`config.mk`:
```
export PLATFORM = sky130hd
export DESIGN_NAME = alu_writeback
export DESIGN_NICKNAME = d
export VERILOG_FILES = /design/src/rtl/alu_pkg.sv /design/src/rtl/alu_regfile.sv /design/src/rtl/alu_writeback.sv
export SDC_FILE = /design/constraint.sdc
export NUM_CORES = 1
export LEC_CHECK = 0
export ABC_AREA = 1
export ABC_CLOCK_PERIOD_IN_PS = 1400
export BUFFER_PORTS_ARGS = -buffer_cell sky130_fd_sc_hd__buf_4
export CAP_MARGIN = 20
export CORE_UTILIZATION = 52
export CTS_CLUSTER_DIAMETER = 60
export DETAILED_ROUTE_END_ITERATION = 6
export GPL_ROUTABILITY_DRIVEN = 0
export GPL_TIMING_DRIVEN = 0
export PLACE_DENSITY_LB_ADDON = 0.3
export SKIP_LAST_GASP = 1
export SLEW_MARGIN = 20
export SYNTH_ARGS = -nofsm -noshare
export SYNTH_HDL_FRONTEND = slang
export SYNTH_SLANG_ARGS = --single-unit
```
`constraint.sdc`:
```
create_clock -name clk -period 1.4 [get_ports clk]
set_clock_uncertainty 0.05 [all_clocks]
set_input_delay 0.07 -clock clk [delete_from_list [all_inputs] [get_ports clk]]
set_output_delay 0.07 -clock clk [all_outputs]
set_load 0.005 [all_outputs]
```
`src/rtl/alu_pkg.sv`:
```
// Shared ALU/writeback types: widths, opcodes and the pipeline packet carried by the P register.
package alu_pkg;

    localparam int unsigned DATA_W    = 8;
    localparam int unsigned OVF_W     = 2;
    localparam int unsigned OP_W      = 3;
    localparam int unsigned RF_ADDR_W = 3;
    localparam int unsigned CNT_W     = 16;

    localparam logic [OP_W-1:0] OP_AND = 3'b000;
    localparam logic [OP_W-1:0] OP_XOR = 3'b001;
    localparam logic [OP_W-1:0] OP_SHL = 3'b010;
    localparam logic [OP_W-1:0] OP_SHR = 3'b011;
    localparam logic [OP_W-1:0] OP_ADD = 3'b100;

    typedef struct packed {
        logic [RF_ADDR_W-1:0] dest;
        logic [DATA_W-1:0]    data;
        logic [OP_W-1:0]      op;
        logic [OVF_W-1:0]     ovf;
        logic                 zf;
    } wb_pkt_t;

endpackage

```
`src/rtl/alu_regfile.sv`:
```
// Architectural register file: one synchronous write port, two combinational read ports,
// synchronous active-low clear of every entry.
module alu_regfile
    import alu_pkg::*;
#(
    parameter int unsigned ADDR_W = RF_ADDR_W
) (
    input  logic              clk,
    input  logic              rst_n,
    input  logic              we,
    input  logic [ADDR_W-1:0] waddr,
    input  logic [DATA_W-1:0] wdata,
    input  logic [ADDR_W-1:0] raddr_a,
    output logic [DATA_W-1:0] rdata_a,
    input  logic [ADDR_W-1:0] raddr_b,
    output logic [DATA_W-1:0] rdata_b
);

    localparam int unsigned NUM_REGS = 1 << ADDR_W;

    logic [DATA_W-1:0] mem [NUM_REGS];

    // Clear has priority so a result committing on the reset edge is dropped.
    always_ff @(posedge clk) begin
        if (!rst_n) begin
            for (int i = 0; i < int'(NUM_REGS); i++) begin
                mem[i] <= '0;
            end
        end else if (we) begin
            mem[waddr] <= wdata;
        end
    end

    assign rdata_a = mem[raddr_a];
    assign rdata_b = mem[raddr_b];

endmodule

```
`src/rtl/alu_writeback.sv`:
```
// ALU writeback stage: one-cycle P holding register, register-file commit, add flags and retire count.
// Build option ALU_WB_BYPASS_EN forwards P to the read ports; otherwise reads of P's destination raise hazard.
module alu_writeback
    import alu_pkg::*;
#(
    parameter int unsigned ADDR_W = RF_ADDR_W
) (
    input  logic              clk,
    input  logic              rst_n,
    input  logic              wb_valid,
    input  logic [OP_W-1:0]   wb_op,
    input  logic [ADDR_W-1:0] wb_dest,
    input  logic [DATA_W-1:0] wb_data,
    input  logic [OVF_W-1:0]  wb_ovf,
    input  logic              wb_zf,
    input  logic              ra_en,
    input  logic              rb_en,
    input  logic [ADDR_W-1:0] ra_addr,
    input  logic [ADDR_W-1:0] rb_addr,
    output logic [DATA_W-1:0] ra_data,
    output logic [DATA_W-1:0] rb_data,
    output logic              hazard,
    output logic [OVF_W-1:0]  flag_ovf,
    output logic              flag_z,
    output logic              ovf_sticky,
    input  logic              flag_clr,
    output logic [CNT_W-1:0]  retire_cnt
);

    wb_pkt_t           wb_pkt;
    wb_pkt_t           p_q;
    logic              p_valid_q;
    logic [ADDR_W-1:0] p_dest;
    logic              commit_add;
    logic              ovf_set;
    logic [DATA_W-1:0] rf_a;
    logic [DATA_W-1:0] rf_b;

    always_comb begin
        wb_pkt      = '0;
        wb_pkt.dest = RF_ADDR_W'(wb_dest);
        wb_pkt.data = wb_data;
        wb_pkt.op   = wb_op;
        wb_pkt.ovf  = wb_ovf;
        wb_pkt.zf   = wb_zf;
    end

    assign p_dest     = ADDR_W'(p_q.dest);
    assign commit_add = p_valid_q && (p_q.op == OP_ADD);
    assign ovf_set    = commit_add && (|p_q.ovf);

    // Capture into P and commit the previous P on the same edge.
    always_ff @(posedge clk) begin
        if (!rst_n) begin
            p_valid_q  <= 1'b0;
            p_q        <= '0;
            flag_ovf   <= '0;
            flag_z     <= 1'b0;
            ovf_sticky <= 1'b0;
            retire_cnt <= '0;
        end else begin
            p_valid_q <= wb_valid;
            if (wb_valid) begin
                p_q <= wb_pkt;
            end
            if (p_valid_q) begin
                retire_cnt <= retire_cnt + CNT_W'(1);
            end
            if (commit_add) begin
                flag_ovf <= p_q.ovf;
                flag_z   <= p_q.zf;
            end
            // A committing overflow beats a simultaneous clear.
            if (ovf_set) begin
                ovf_sticky <= 1'b1;
            end else if (flag_clr) begin
                ovf_sticky <= 1'b0;
            end
        end
    end

    alu_regfile #(
        .ADDR_W (ADDR_W)
    ) u_regfile (
        .clk     (clk),
        .rst_n   (rst_n),
        .we      (p_valid_q),
        .waddr   (p_dest),
        .wdata   (p_q.data),
        .raddr_a (ra_addr),
        .rdata_a (rf_a),
        .raddr_b (rb_addr),
        .rdata_b (rf_b)
    );

`ifdef ALU_WB_BYPASS_EN
    logic unused_en;
    assign unused_en = ra_en ^ rb_en;

    assign ra_data = (p_valid_q && (p_dest == ra_addr)) ? p_q.data : rf_a;
    assign rb_data = (p_valid_q && (p_dest == rb_addr)) ? p_q.data : rf_b;
    assign hazard  = 1'b0;
`else
    assign ra_data = rf_a;
    assign rb_data = rf_b;
    assign hazard  = p_valid_q && ((ra_en && (p_dest == ra_addr)) ||
                                   (rb_en && (p_dest == rb_addr)));
`endif

endmodule

```
==> flow_summary.json <==
{
  "global_route.peak_usage_layer": "met2",
  "setup.worst_path.end_class": "primary output",
  "min_path_cells": 3,
  "overflow": 0,
  "layout_setup_ws_ns": -0.1657,
  "timing.final.max_slew_violations": 0,
  "r2r_start": "p_valid_q$_SDFF_PN0_",
  "clock-sinks": 102,
  "rows": 35,
  "synth_simple_gate_area_frac": 0.1954,
  "synth_top_cells_by_area": "sky130_fd_sc_hd__edfxtp_1 (37%), sky130_fd_sc_hd__dfxtp_1 (15%), sky130_fd_sc_hd__nor2_1 (7.3%), sky130_fd_sc_hd__nand2_1 (6.8%), sky130_fd_sc_hd__a21oi_1 (5.6%)",
  "timing.max_cap.violations": 0,
  "synth.largest_area_cell": "sky130_fd_sc_hd__edfxtp_1",
  "syn-mean-instance-area_sq_um": 8.418,
  "synthToLayoutAreaGrowth_pct": 28.59,
  "drive_above_1_share": 0.2761,
  "setup-violations-final": 25,
  "worstReg2RegEnd": "u_regfile.mem[7][3]$_SDFFCE_PN0P_",
  "worst_skew_pair.late_latency_ns": 0.37,
  "synth.area.mux_share": 0,
  "grtUsageMet1": 0.3765,
  "totalPowerFinal_w": 0.006155,
  "pwr_density_cell_nw_per_um2": 927.6,
  "num-fill-cells": 689,
  "worstPathMaxFanout": 2,
  "post_drt_wl_per_cell_um": 16.99,
  "synth_top_family_by_area": "simple AND/OR/NAND/NOR gates",
  "violations": "setup timing",
  "crit_type": "flip-flop to primary output",
  "peak_supply_drop_v": 0.0004686,
  "cts.root.buffer_cell": "sky130_fd_sc_hd__clkbuf_8",
  "start_util": 0.5480,
  "seq_cells_post_synth": 102,
  "seqCellArea_sq_um": 2706,
  "power.static_leakage_nw": 2.699,
  "routed_wl_um": 14560,
  "post_synth_instance_area_sq_um": 5160,
  "timing.final.crit_share": 1.118,
  "cts_tree": "done",
  "first_iter_violations": 442,
  "ys_seq_area_frac": 0.5199,
  "finalCriticalPeriod_ns": 1.566,
  "dr.pass1.iters": 6,
  "grt.met3_usage": 0.03313,
  "wire_length_of_the_first_global_routing_pass_um": 22160,
  "number_of_levels_in_the_clock_h_tree": 3,
  "postRouteAntennaNets": 0,
  "hp-start": "rst_n",
  "placement.io_buffers": 59,
  "antenna_cells": 0,
  "reg2reg_setup_slack_ns": -0.02,
  "rsz0062_at_grt": "true",
  "first_global_vias": 4379,
  "route.vias.total": 4925,
  "timing_worst_slew_pin_value_ns": 0.6482,
  "timing.setup.tns_ns": -2.269,
  "synth_cell_types": 27,
  "drc": 0,
  "reg2regPathDepth": 5,
  "fp.dieW_um": 101.6,
  "syn_nets": 643,
  "cts-buffers-inserted": 9,
  "synth_largest_type_area_fraction": 0.3725,
  "grtUsageMet2": 0.4880,
  "synth-compound-area-share": 0.1843,
  "die_h_um": 101.6,
  "crit_path_start_kind": "flip-flop",
  "cts.path.max_buffers": 2,
  "post-dp-hpwl_um": 9922,
  "cp_data_required_time_ns": 1.28,
  "final_nets": 753,
  "synth_cells": 613,
  "yosysWarningCount": 0,
  "finalHoldViolations": 0,
  "grtUsageTotal": 0.2896,
  "postLayoutCoreUtil": 0.7047,
  "grt_start_max_net_pins": 18,
  "min_path_type": "input pin to flip-flop",
  "layout_commonest_cell": "sky130_fd_sc_hd__nor2_1",
  "routed_via_count_divided_by_cell_count": 5.747,
  "yosys.area_share.xor_xnor": 0.01018,
  "die-area_sq_um": 10330,
  "run_status": "finished, violations left",
  "hold_end": "retire_cnt[3]$_SDFFE_PN0P_",
  "top_library_cells_by_usage_in_the_layout_fill_and_taps_aside": "sky130_fd_sc_hd__nor2_1 (96), sky130_fd_sc_hd__nand2_1 (84), sky130_fd_sc_hd__buf_4 (70)",
  "design.core.area_sq_um": 9415,
  "critical_path_arrival_ns": 1.45,
  "area_taken_by_multi_input_logic_gates_sq_um": 2275,
  "maximum_clock_frequency_ghz": 0.6387,
  "cts.clk_slew.worst_paths_ns": 0.09,
  "io_pins": 66,
  "antenna_found_initial": 0,
  "timing.max_slew.rel_slack": 0.5678,
  "post_synth_fa_ha_maj_area_fraction": 0.002425
}
## state kept, by name (all words and copies together) (netlist names)
signal         count
p_dest             3
flag_z             1
p_valid_q          1
u_regfile.mem     64
ovf_sticky         1
retire_cnt        16
p_q               14
flag_ovf           2
## how the worst max path moves through the flow
| stage | slack [ns] | endpoint | from |
|---|---|---|---|
| final | -0.17 | rb_data[1] | u_regfile.mem[1][1]$_SDFFCE_PN0P_ |
| after global routing | -0.23 | rb_data[1] | u_regfile.mem[1][1]$_SDFFCE_PN0P_ |
| after CTS | -0.15 | rb_data[1] | u_regfile.mem[1][1]$_SDFFCE_PN0P_ |
| after detailed placement | -0.34 | u_regfile.mem[2][7]$_SDFFCE_PN0P_ | p_valid_q$_SDFF_PN0_ |
| after global placement | -0.29 | u_regfile.mem[2][7]$_SDFFCE_PN0P_ | p_valid_q$_SDFF_PN0_ |
| after floorplan | -0.04 | u_regfile.mem[4][0]$_SDFFCE_PN0P_ | p_valid_q$_SDFF_PN0_ |
## cell type report
| type | count | share of cell area |
|---|---|---|
| clock inverter | 5 | 0.007166 |
| clock buffer | 11 | 0.02131 |
| inverter | 65 | 0.03753 |
| timing repair buffer | 99 | 0.1275 |
| multi-input combinational | 413 | 0.3428 |
| tap | 129 | 0.02433 |
| sequential | 102 | 0.4079 |
| buffer | 33 | 0.03149 |
## logic make-up (layout without fill, tap and decap cells)
kind of cell,Yosys count,in the layout
flip-flops,102,102
AO/OA/AOI/OAI,164,164
adder cells (fa/ha/maj),1,1
AND/OR/NAND/NOR,242,242
XOR/XNOR,6,6
buffers and inverters,98,213
## critical path, stage by stage, from the launching register on
cell and delay (ns):
sky130_fd_sc_hd__edfxtp_1 0.42, sky130_fd_sc_hd__inv_2 0.09, sky130_fd_sc_hd__a21oi_2 0.05, sky130_fd_sc_hd__o21ai_1 0.07
sky130_fd_sc_hd__nand2_1 0.12, sky130_fd_sc_hd__o21a_1 0.20, sky130_fd_sc_hd__buf_4 0.13
## synth_stat cells
library cell               number
sky130_fd_sc_hd__inv_1         56
sky130_fd_sc_hd__a211oi_1       1
sky130_fd_sc_hd__nand2_1       94
sky130_fd_sc_hd__dfxtp_1       38
sky130_fd_sc_hd__a21boi_0       1
sky130_fd_sc_hd__buf_1          1
sky130_fd_sc_hd__nor2_4         4
sky130_fd_sc_hd__edfxtp_1      64
sky130_fd_sc_hd__xnor2_1        3
sky130_fd_sc_hd__clkbuf_1       3
sky130_fd_sc_hd__xor2_1         3
sky130_fd_sc_hd__inv_2          1
sky130_fd_sc_hd__clkinv_1       8
sky130_fd_sc_hd__buf_4          2
sky130_fd_sc_hd__o21a_1        16
sky130_fd_sc_hd__nor2_1       100
sky130_fd_sc_hd__nand3_1       31
sky130_fd_sc_hd__buf_2         20
sky130_fd_sc_hd__buf_6          7
sky130_fd_sc_hd__o21ai_0       54
sky130_fd_sc_hd__nand2_2        9
sky130_fd_sc_hd__o211ai_1      33
sky130_fd_sc_hd__nor2_2         3
sky130_fd_sc_hd__o21bai_1       1
sky130_fd_sc_hd__ha_1           1
sky130_fd_sc_hd__nor3_1         1
sky130_fd_sc_hd__a21oi_1       58
## what timing repair did
item,4_1_cts,5_1_grt
cloned,0,0
hold buffers,25,0
setup buffers,5,10
pin swaps,16,16
gates resized for setup,72,50
setup endpoints to repair,81,74
hold endpoints to repair,19,0
## stage by stage
stage          instance area [sq um]  worst slack [ns]  hold WS (ns)  instances
3_5_place_dp                    5764           -0.3392        0.2553        801
6_report                        6635           -0.1657       0.07498        857
2_1_floorplan                   5160          -0.03551        0.1135        613
3_3_place_gp                    5764           -0.2883        0.2413        801
4_1_cts                         6392           -0.1522       0.05449        847
5_1_grt                         6635           -0.2258       0.08636        857
## per-layer routing
| metal | vias to the layer above | wire [um] |
|---|---|---|
| li1 | 2288 | - |
| met2 | 306 | 7008 |
| met1 | 2271 | 5804 |
| met4 | 0 | 509 |
| met5 | - | 0 |
| met3 | 60 | 1238 |
## power breakdown
group	internal [W]	switching (W)	leakage (nW)
Sequential	0.00329	0.0000713	0.982
Clock	0.000795	0.000995	0.103
Combinational	0.000415	0.000584	1.61
Total	0.00450	0.00165	2.70
Note: power is estimated with default switching activity, not from simulation.
